## src/rtl/vr_pkt_gen.sv

```systemverilog
// ---------------------------------------------------------------------------
// vr_pkt_gen
// Burst packet generator on a valid/ready stream. A start request latches a
// packet length, a packet count, an inter-packet gap and a seed. The block
// then emits pkt_num packets of pkt_len beats each. Beat data is an
// incrementing counter that starts at the seed and keeps counting across
// packet boundaries.
//
// Parameters
//   DATA_W      tx data width
//   LEN_W       width of packet length, packet count and counter fields
//   TP          register update delay for simulation (zero-delay here)
//
// Ports
//   clk_i       clock, all logic on the rising edge
//   rsn_i       synchronous reset, active-low
//   clr_i       synchronous clear, active-high (same effect as reset)
//   start_i     single-cycle burst request, honoured only in IDLE
//   pkt_len_i   beats per packet (0 -> request ignored)
//   pkt_num_i   packets per burst (0 -> request ignored)
//   gap_i       idle cycles between packets
//   seed_i      data value of the first beat
//   tx_data_o   stream data
//   tx_vld_o    stream valid
//   tx_last_o   final beat of each packet
//   tx_rdy_i    consumer ready
//   busy_o      high whenever the FSM is not IDLE
//   done_o      one-cycle pulse after the final beat of a burst
//   pkt_cnt_o   packets fully accepted in the current/most recent burst
//   stall_cnt_o (VR_PKT_GEN_PERF_EN only) saturating count of cycles with
//               tx_vld_o=1 and tx_rdy_i=0
//
// Build option
//   VR_PKT_GEN_PERF_EN  adds the stall_cnt_o performance counter
// ---------------------------------------------------------------------------
module vr_pkt_gen #(
  parameter int DATA_W = 32,
  parameter int LEN_W  = 16,
  parameter int TP     = 1
) (
  input  logic              clk_i,
  input  logic              rsn_i,
  input  logic              clr_i,
  input  logic              start_i,
  input  logic [LEN_W-1:0]  pkt_len_i,
  input  logic [LEN_W-1:0]  pkt_num_i,
  input  logic [7:0]        gap_i,
  input  logic [DATA_W-1:0] seed_i,
  output logic [DATA_W-1:0] tx_data_o,
  output logic              tx_vld_o,
  output logic              tx_last_o,
  input  logic              tx_rdy_i,
  output logic              busy_o,
  output logic              done_o,
  output logic [LEN_W-1:0]  pkt_cnt_o
`ifdef VR_PKT_GEN_PERF_EN
  ,
  output logic [31:0]       stall_cnt_o
`endif
);

  localparam logic [LEN_W-1:0]  LEN_ONE  = LEN_W'(1);
  localparam logic [DATA_W-1:0] DATA_ONE = DATA_W'(1);

  typedef enum logic [1:0] {
    IDLE = 2'd0,
    SEND = 2'd1,
    GAP  = 2'd2
  } state_t;

  state_t            state_q;
  logic [LEN_W-1:0]  len_q;
  logic [LEN_W-1:0]  num_q;
  logic [7:0]        gap_q;
  logic [7:0]        gap_cnt_q;
  logic [LEN_W-1:0]  beat_q;

  logic              start_ok;
  logic              beat;
  logic [LEN_W-1:0]  beat_nxt;
  logic [LEN_W-1:0]  pkt_cnt_nxt;
  logic              tp_unused;

  // TP is accepted for compatibility with delayed-update simulation models;
  // this implementation updates registers with zero delay.
  assign tp_unused = (TP != 0);

  // A request is honoured only in IDLE and only when it describes a
  // non-empty burst; anything else leaves the FSM untouched.
  assign start_ok = (state_q == IDLE) && start_i &&
                    (pkt_len_i != '0) && (pkt_num_i != '0);

  assign beat        = tx_vld_o && tx_rdy_i;
  assign beat_nxt    = beat_q + LEN_ONE;
  assign pkt_cnt_nxt = pkt_cnt_o + LEN_ONE;

  // Main FSM. beat_q holds the 1-based index of the beat currently
  // presented, so tx_last_o can be registered one beat ahead. All stream
  // outputs only change on a handshake, which keeps them stable under stall.
  always_ff @(posedge clk_i) begin
    if (!rsn_i || clr_i) begin
      state_q   <= IDLE;
      len_q     <= '0;
      num_q     <= '0;
      gap_q     <= '0;
      gap_cnt_q <= '0;
      beat_q    <= '0;
      tx_data_o <= '0;
      tx_vld_o  <= 1'b0;
      tx_last_o <= 1'b0;
      busy_o    <= 1'b0;
      done_o    <= 1'b0;
      pkt_cnt_o <= '0;
    end else begin
      done_o <= 1'b0;
      case (state_q)
        IDLE: begin
          if (start_ok) begin
            state_q   <= SEND;
            len_q     <= pkt_len_i;
            num_q     <= pkt_num_i;
            gap_q     <= gap_i;
            beat_q    <= LEN_ONE;
            tx_data_o <= seed_i;
            tx_vld_o  <= 1'b1;
            tx_last_o <= (pkt_len_i == LEN_ONE);
            busy_o    <= 1'b1;
            pkt_cnt_o <= '0;
          end
        end

        SEND: begin
          if (beat) begin
            tx_data_o <= tx_data_o + DATA_ONE;
            if (tx_last_o) begin
              pkt_cnt_o <= pkt_cnt_nxt;
              beat_q    <= LEN_ONE;
              if (pkt_cnt_nxt == num_q) begin
                state_q   <= IDLE;
                tx_vld_o  <= 1'b0;
                tx_last_o <= 1'b0;
                busy_o    <= 1'b0;
                done_o    <= 1'b1;
              end else if (gap_q == 8'd0) begin
                tx_last_o <= (len_q == LEN_ONE);
              end else begin
                state_q   <= GAP;
                tx_vld_o  <= 1'b0;
                tx_last_o <= 1'b0;
                gap_cnt_q <= gap_q;
              end
            end else begin
              beat_q    <= beat_nxt;
              tx_last_o <= (beat_nxt == len_q);
            end
          end
        end

        GAP: begin
          // Leaving on a count of 1 gives exactly gap_q cycles with
          // tx_vld_o low.
          if (gap_cnt_q == 8'd1) begin
            state_q   <= SEND;
            tx_vld_o  <= 1'b1;
            tx_last_o <= (len_q == LEN_ONE);
          end else begin
            gap_cnt_q <= gap_cnt_q - 8'd1;
          end
        end

        default: begin
          state_q  <= IDLE;
          tx_vld_o <= 1'b0;
          busy_o   <= 1'b0;
        end
      endcase
    end
  end

`ifdef VR_PKT_GEN_PERF_EN
  // Saturating stall counter. It restarts on every accepted burst so that
  // it always describes the current or most recent burst.
  always_ff @(posedge clk_i) begin
    if (!rsn_i || clr_i || start_ok) begin
      stall_cnt_o <= '0;
    end else if (tx_vld_o && !tx_rdy_i && (stall_cnt_o != 32'hFFFF_FFFF)) begin
      stall_cnt_o <= stall_cnt_o + 32'd1;
    end
  end
`endif

endmodule

```

## config.mk

```make
export PLATFORM = sky130hd
export DESIGN_NAME = vr_pkt_gen
export DESIGN_NICKNAME = d
export VERILOG_FILES = /design/src/rtl/vr_pkt_gen.sv
export SDC_FILE = /design/constraint.sdc
export NUM_CORES = 1
export LEC_CHECK = 0
export CAP_MARGIN = 20
export CORE_MARGIN = 2
export CORE_UTILIZATION = 55
export CTS_BUF_LIST = sky130_fd_sc_hd__clkbuf_8
export DETAILED_ROUTE_END_ITERATION = 7
export PLACE_DENSITY = 0.83
export RECOVER_POWER = 50
export SLEW_MARGIN = 5
export SYNTH_ARGS = -nofsm -noshare
export SYNTH_HDL_FRONTEND = slang
export SYNTH_SLANG_ARGS = --single-unit
```

## constraint.sdc

```tcl
create_clock -name clk_i -period 7.05 [get_ports clk_i]
set_input_delay 1.41 -clock clk_i [delete_from_list [all_inputs] [get_ports clk_i]]
set_output_delay 1.41 -clock clk_i [all_outputs]
set_load 0.02 [all_outputs]
```

==> summary.md <==
| Metric | Value |
|---|---|
| Yosys top cell area share | `roughly 34%` |
| Syn_nets | `a little under 1k` |
| Peak VDD IR | `roughly 0.14 mV` |
| Reg power frac | `42.4%` |
| Vias/cell | `a little over 6` |
| Hold crit path type | `register to register` |
| Clock Tree Root | `clkbuf_8` |
| Most used routing layer | `met2` |
| # fillers | `1039` |
| Final Net Count | `around 1.1k` |
| Clock slew at reported path FFs | `around 0.070 ns` |
| WL/cell | `between 15 and 20 um` |
| Sw frac | `26.42%` |
| RR Startpoint | `state_q[0]$_SDFFE_PP0P_` |
| DIE WIDTH | `roughly 120 um` |
| Longest Clk Path Bufs | `2` |
| Hold path endpoint | `tx_data_o[23]$_SDFFE_PP0P_` |
| Fin crit share | `approximately 56%` |
| Most frequent CP cell | `buf_4` |
| Post-CTS Setup Bufs | `0` |
| # IOs | `129` |
| GP Congestion | `roughly 0.90` |
| Final Hold Vio Count | `0` |
| Syn Inst Count | `slightly below 900` |
| Req. time, crit path | `approximately 7.5 ns` |
| Ant diodes | `0` |
| Initial Util | `around 56%` |
| Htree depth | `4` |
| Worst-Skew Late Latency | `0.45 ns` |
| Met2 usage | `approximately 47%` |
| Maxcap violations | `0` |
| Worst hold start | `tx_data_o[23]$_SDFFE_PP0P_` |
| Share of layout cells above drive strength 1 | `under 10%` |
| Synth Area per Inst | `7.802 um2` |
| Total grt overflow | `0` |
| CP top delay family | `buffers and inverters` |
| Vias in the first global route | `6607` |
| Worst path bufs/invs | `3` |
| CP max-delay cell | `dlygate4sd3_1` |
| Site Rows | `41` |
| Clk_skew | `0.008690 ns` |
| Flop2flop setup slack | `roughly 3.7 ns` |
| Initial antenna violation count | `0` |
| Yosys warns | `0` |
| Routed Antenna Nets | `0` |
| DIE AREA | `between 10000 and 15000 um2` |
| Die Height | `between 100 and 150 um` |
| Total power | `about 1.7 mW` |
| Max frequency | `0.2529 GHz` |
| P_int | `about 1.2 mW` |
| Startpoint Class | `input port` |
| Final min period | `between 3 and 4 ns` |
| Worst Setup Slack, final | `between 3 and 4 ns` |
| TritonCTS sink count | `around 120` |
| Met1 global-route usage | `between 30% and 40%` |
| Post-detail-place hpwl | `around 13 mm` |
| Cts hold-fix bufs | `0` |
| Slew @ Worst Pin | `1.057 ns` |
| Synth cell types | `a little under 70` |
| DR vias | `~7k` |
| Largest net degree at the start of global routing | `84` |
| Ys flop type | `dfxtp_1` |
| CTS resizes | `0` |
| Final setup viols | `0` |
| Sequential cell area fraction in the yosys report | `between 30% and 40%` |
| Port buffer count | `128` |
| Crit-path cells | `dlygate4sd3_1 > nor4_1 > a41oi_1 > o211a_2 > buf_4 > o21ai_2 > buf_4 > nor2_1 > a31oi_1 > o21a_1` |
| Outcome | `finished, final reports clean` |
| Synth Cell Area | `slightly below 7000 um2` |
| NetSw | `0.4387 mW` |
| Final wirelength | `19.10 mm` |
| Max incr delay on CP | `between 0.5 and 0.6 ns` |
| Logic pwr share | `15.9%` |
| Number of synthesized flops with an enable pin | `0` |
| GR Util met3 | `under 10%` |
| Slew headroom | `just under 30%` |
| Max FO, Critical Path | `between 40 and 50` |
| Initial DRC count | `between 600 and 700` |
| Drt pass-1 iters | `8` |
| RSZ-0062 raised after global routing | `false` |
| P&R area growth vs syn | `25.64%` |
| Clock power frac | `about two fifths` |
| Critical path type | `input port to register` |
| Residual DRC | `0` |
| Core area | `roughly 12000 um2` |
| First-pass GRT wire length | `31.49 mm` |
| Post-synthesis async set-or-reset flop share | `0%` |
| Final slew viol count | `0` |
| Post-synth top area cell | `dfxtp_1` |
| Top cells by area, synth | `dfxtp_1 34%, nor2_1 6.7%, mux2i_1 6.5%, a21oi_1 4.5%, xnor2_1 3.8%` |
| Power per unit of standard cell area | `roughly 190 nW/um2` |
| Lkg Pwr | `3.319 nW` |
| CP Capture Type | `register` |
| Synth Register Bits | `117` |
| All-Layer GR Usage | `about 29%` |
| WHS Path Cells | `2` |
| Worst r2r path cells | `7` |
| TritonCTS Buffers | `17` |
| Arrival @ worst endpoint | `4.35 ns` |
| Pre-CTS WS | `2.535 ns` |
| CTS tree | `built` |
| Worst reg2reg path endpoint | `gap_cnt_q[1]$_SDFFE_PP0P_` |
| Setup TNS Final | `0 ns` |
[layer usage]
layer  part of all wire (%)  up-vias
li1                       -     3420
met1                     43     3291
met2                     46      289
met3                    7.5       54
met4                    3.3        0
met5                      0        -
[final cells by class]
cell class                 count  area [um2]  area share [%]
multi-input combinational    691        4287           49.13
timing repair buffer         136        1361           15.60
tap                          172       215.2           2.467
sequential                   117        2342           26.85
inverter                      20       75.07          0.8605
clock inverter                11       155.1           1.778
clock buffer                  21       289.0           3.313
[synthesized netlist by cell type, types with 13 or more instances]
cell and n:
a21oi_1 62, xnor2_1 30, xor2_1 17, dfxtp_1 117
o21ai_0 44, mux2i_1 45, nor4_1 19, nand4_1 24
nor2_1 124, inv_1 20, clkbuf_1 54, o21ai_1 13
nand3_1 24, nor3_1 27, nand2_1 68
[state kept, by name, summed over array words and instances (netlist names)]
| name | flops |
|---|---|
| beat_q | 16 |
| busy_o | 1 |
| done_o | 1 |
| gap_cnt_q | 8 |
| gap_q | 8 |
| len_q | 16 |
| num_q | 16 |
| pkt_cnt_o | 16 |
| state_q | 2 |
| tx_data_o | 32 |
| tx_last_o | 1 |
[per-stage QoR]
stage	utilization (%)	cells	hold WS, ns	instance area (um2)
finish	69.99	1168	0.5112	8725
floorplan	-	890	0.4626	6944
CTS	69.71	1166	0.5125	8690
global route	69.99	1168	0.5344	8725
global placement	66.14	1134	0.4847	8245
detailed placement	66.14	1134	0.5028	8245
[cells by family (layout without fill, tap and decap cells)]
family | Yosys count | count (layout) | synth area share, %
muxes | 47 | 47 | 6.811
DFF | 117 | 117 | 33.73
adders and majority gates | 9 | 9 | 1.622
AOI/OAI and AO/OA | 210 | 210 | 19.37
buffers and inverters | 82 | 188 | 4.775
and+or+nand+nor | 378 | 378 | 27.77
xor gates and xnor gates | 47 | 47 | 5.928
[power by group through the flow]
| stage | sequential (mW) | clock, mW | combinational (mW) |
|---|---|---|---|
| floorplan | 0.724 | 0 | 0.149 |
| global placement | 0.718 | 0 | 0.256 |
| detailed placement | 0.718 | 0 | 0.261 |
| finish | 0.704 | 0.693 | 0.264 |
| global route | 0.706 | 0.732 | 0.289 |
| CTS | 0.703 | 0.701 | 0.262 |
[worst register-to-register path: stages, from the launching register on]
cell	delay [ns]
dfxtp_1	0.48
ha_2	0.22
buf_4	0.51
nand4_1	0.32
o21ai_0	0.81
o21ai_1	0.28
or4b_1	0.58
o31ai_2	0.07
[worst max-delay path by stage]
stage | startpoint | endpoint | slack, ns | depth (start not counted)
after floorplan | pkt_len_i[7] | beat_q[13]$_SDFFE_PP0P_ | 3.78 | 9
final | pkt_num_i[10] | tx_data_o[29]$_SDFFE_PP0P_ | 3.10 | 10
after detailed placement | pkt_num_i[10] | pkt_cnt_o[13]$_SDFFE_PP0P_ | 2.53 | 8
after global routing | pkt_num_i[10] | beat_q[13]$_SDFFE_PP0P_ | 2.94 | 10
after CTS | pkt_num_i[10] | pkt_cnt_o[13]$_SDFFE_PP0P_ | 2.96 | 8
after global placement | pkt_num_i[2] | pkt_cnt_o[13]$_SDFFE_PP0P_ | 2.70 | 8
[cells in the final DEF, fill, tap and decap left out, drive strengths merged, types with 10 or more instances in the layout]
cell type	synthesis	final
nor3	27	27
dlygate4sd3	0	53
clkbuf	54	21
o21ai	57	57
or3	10	10
or4	11	11
nor2	124	124
nand3	24	24
nor4	19	19
xor2	17	17
nor2b	13	13
a21o	11	11
a21oi	62	62
nand2	68	68
mux2i	45	45
a211oi	12	12
xnor2	30	30
clkdlybuf4s50	0	75
and3	11	11
nand4	24	24
inv	20	22
dfxtp	117	117
(Power assumes the default switching activity.)
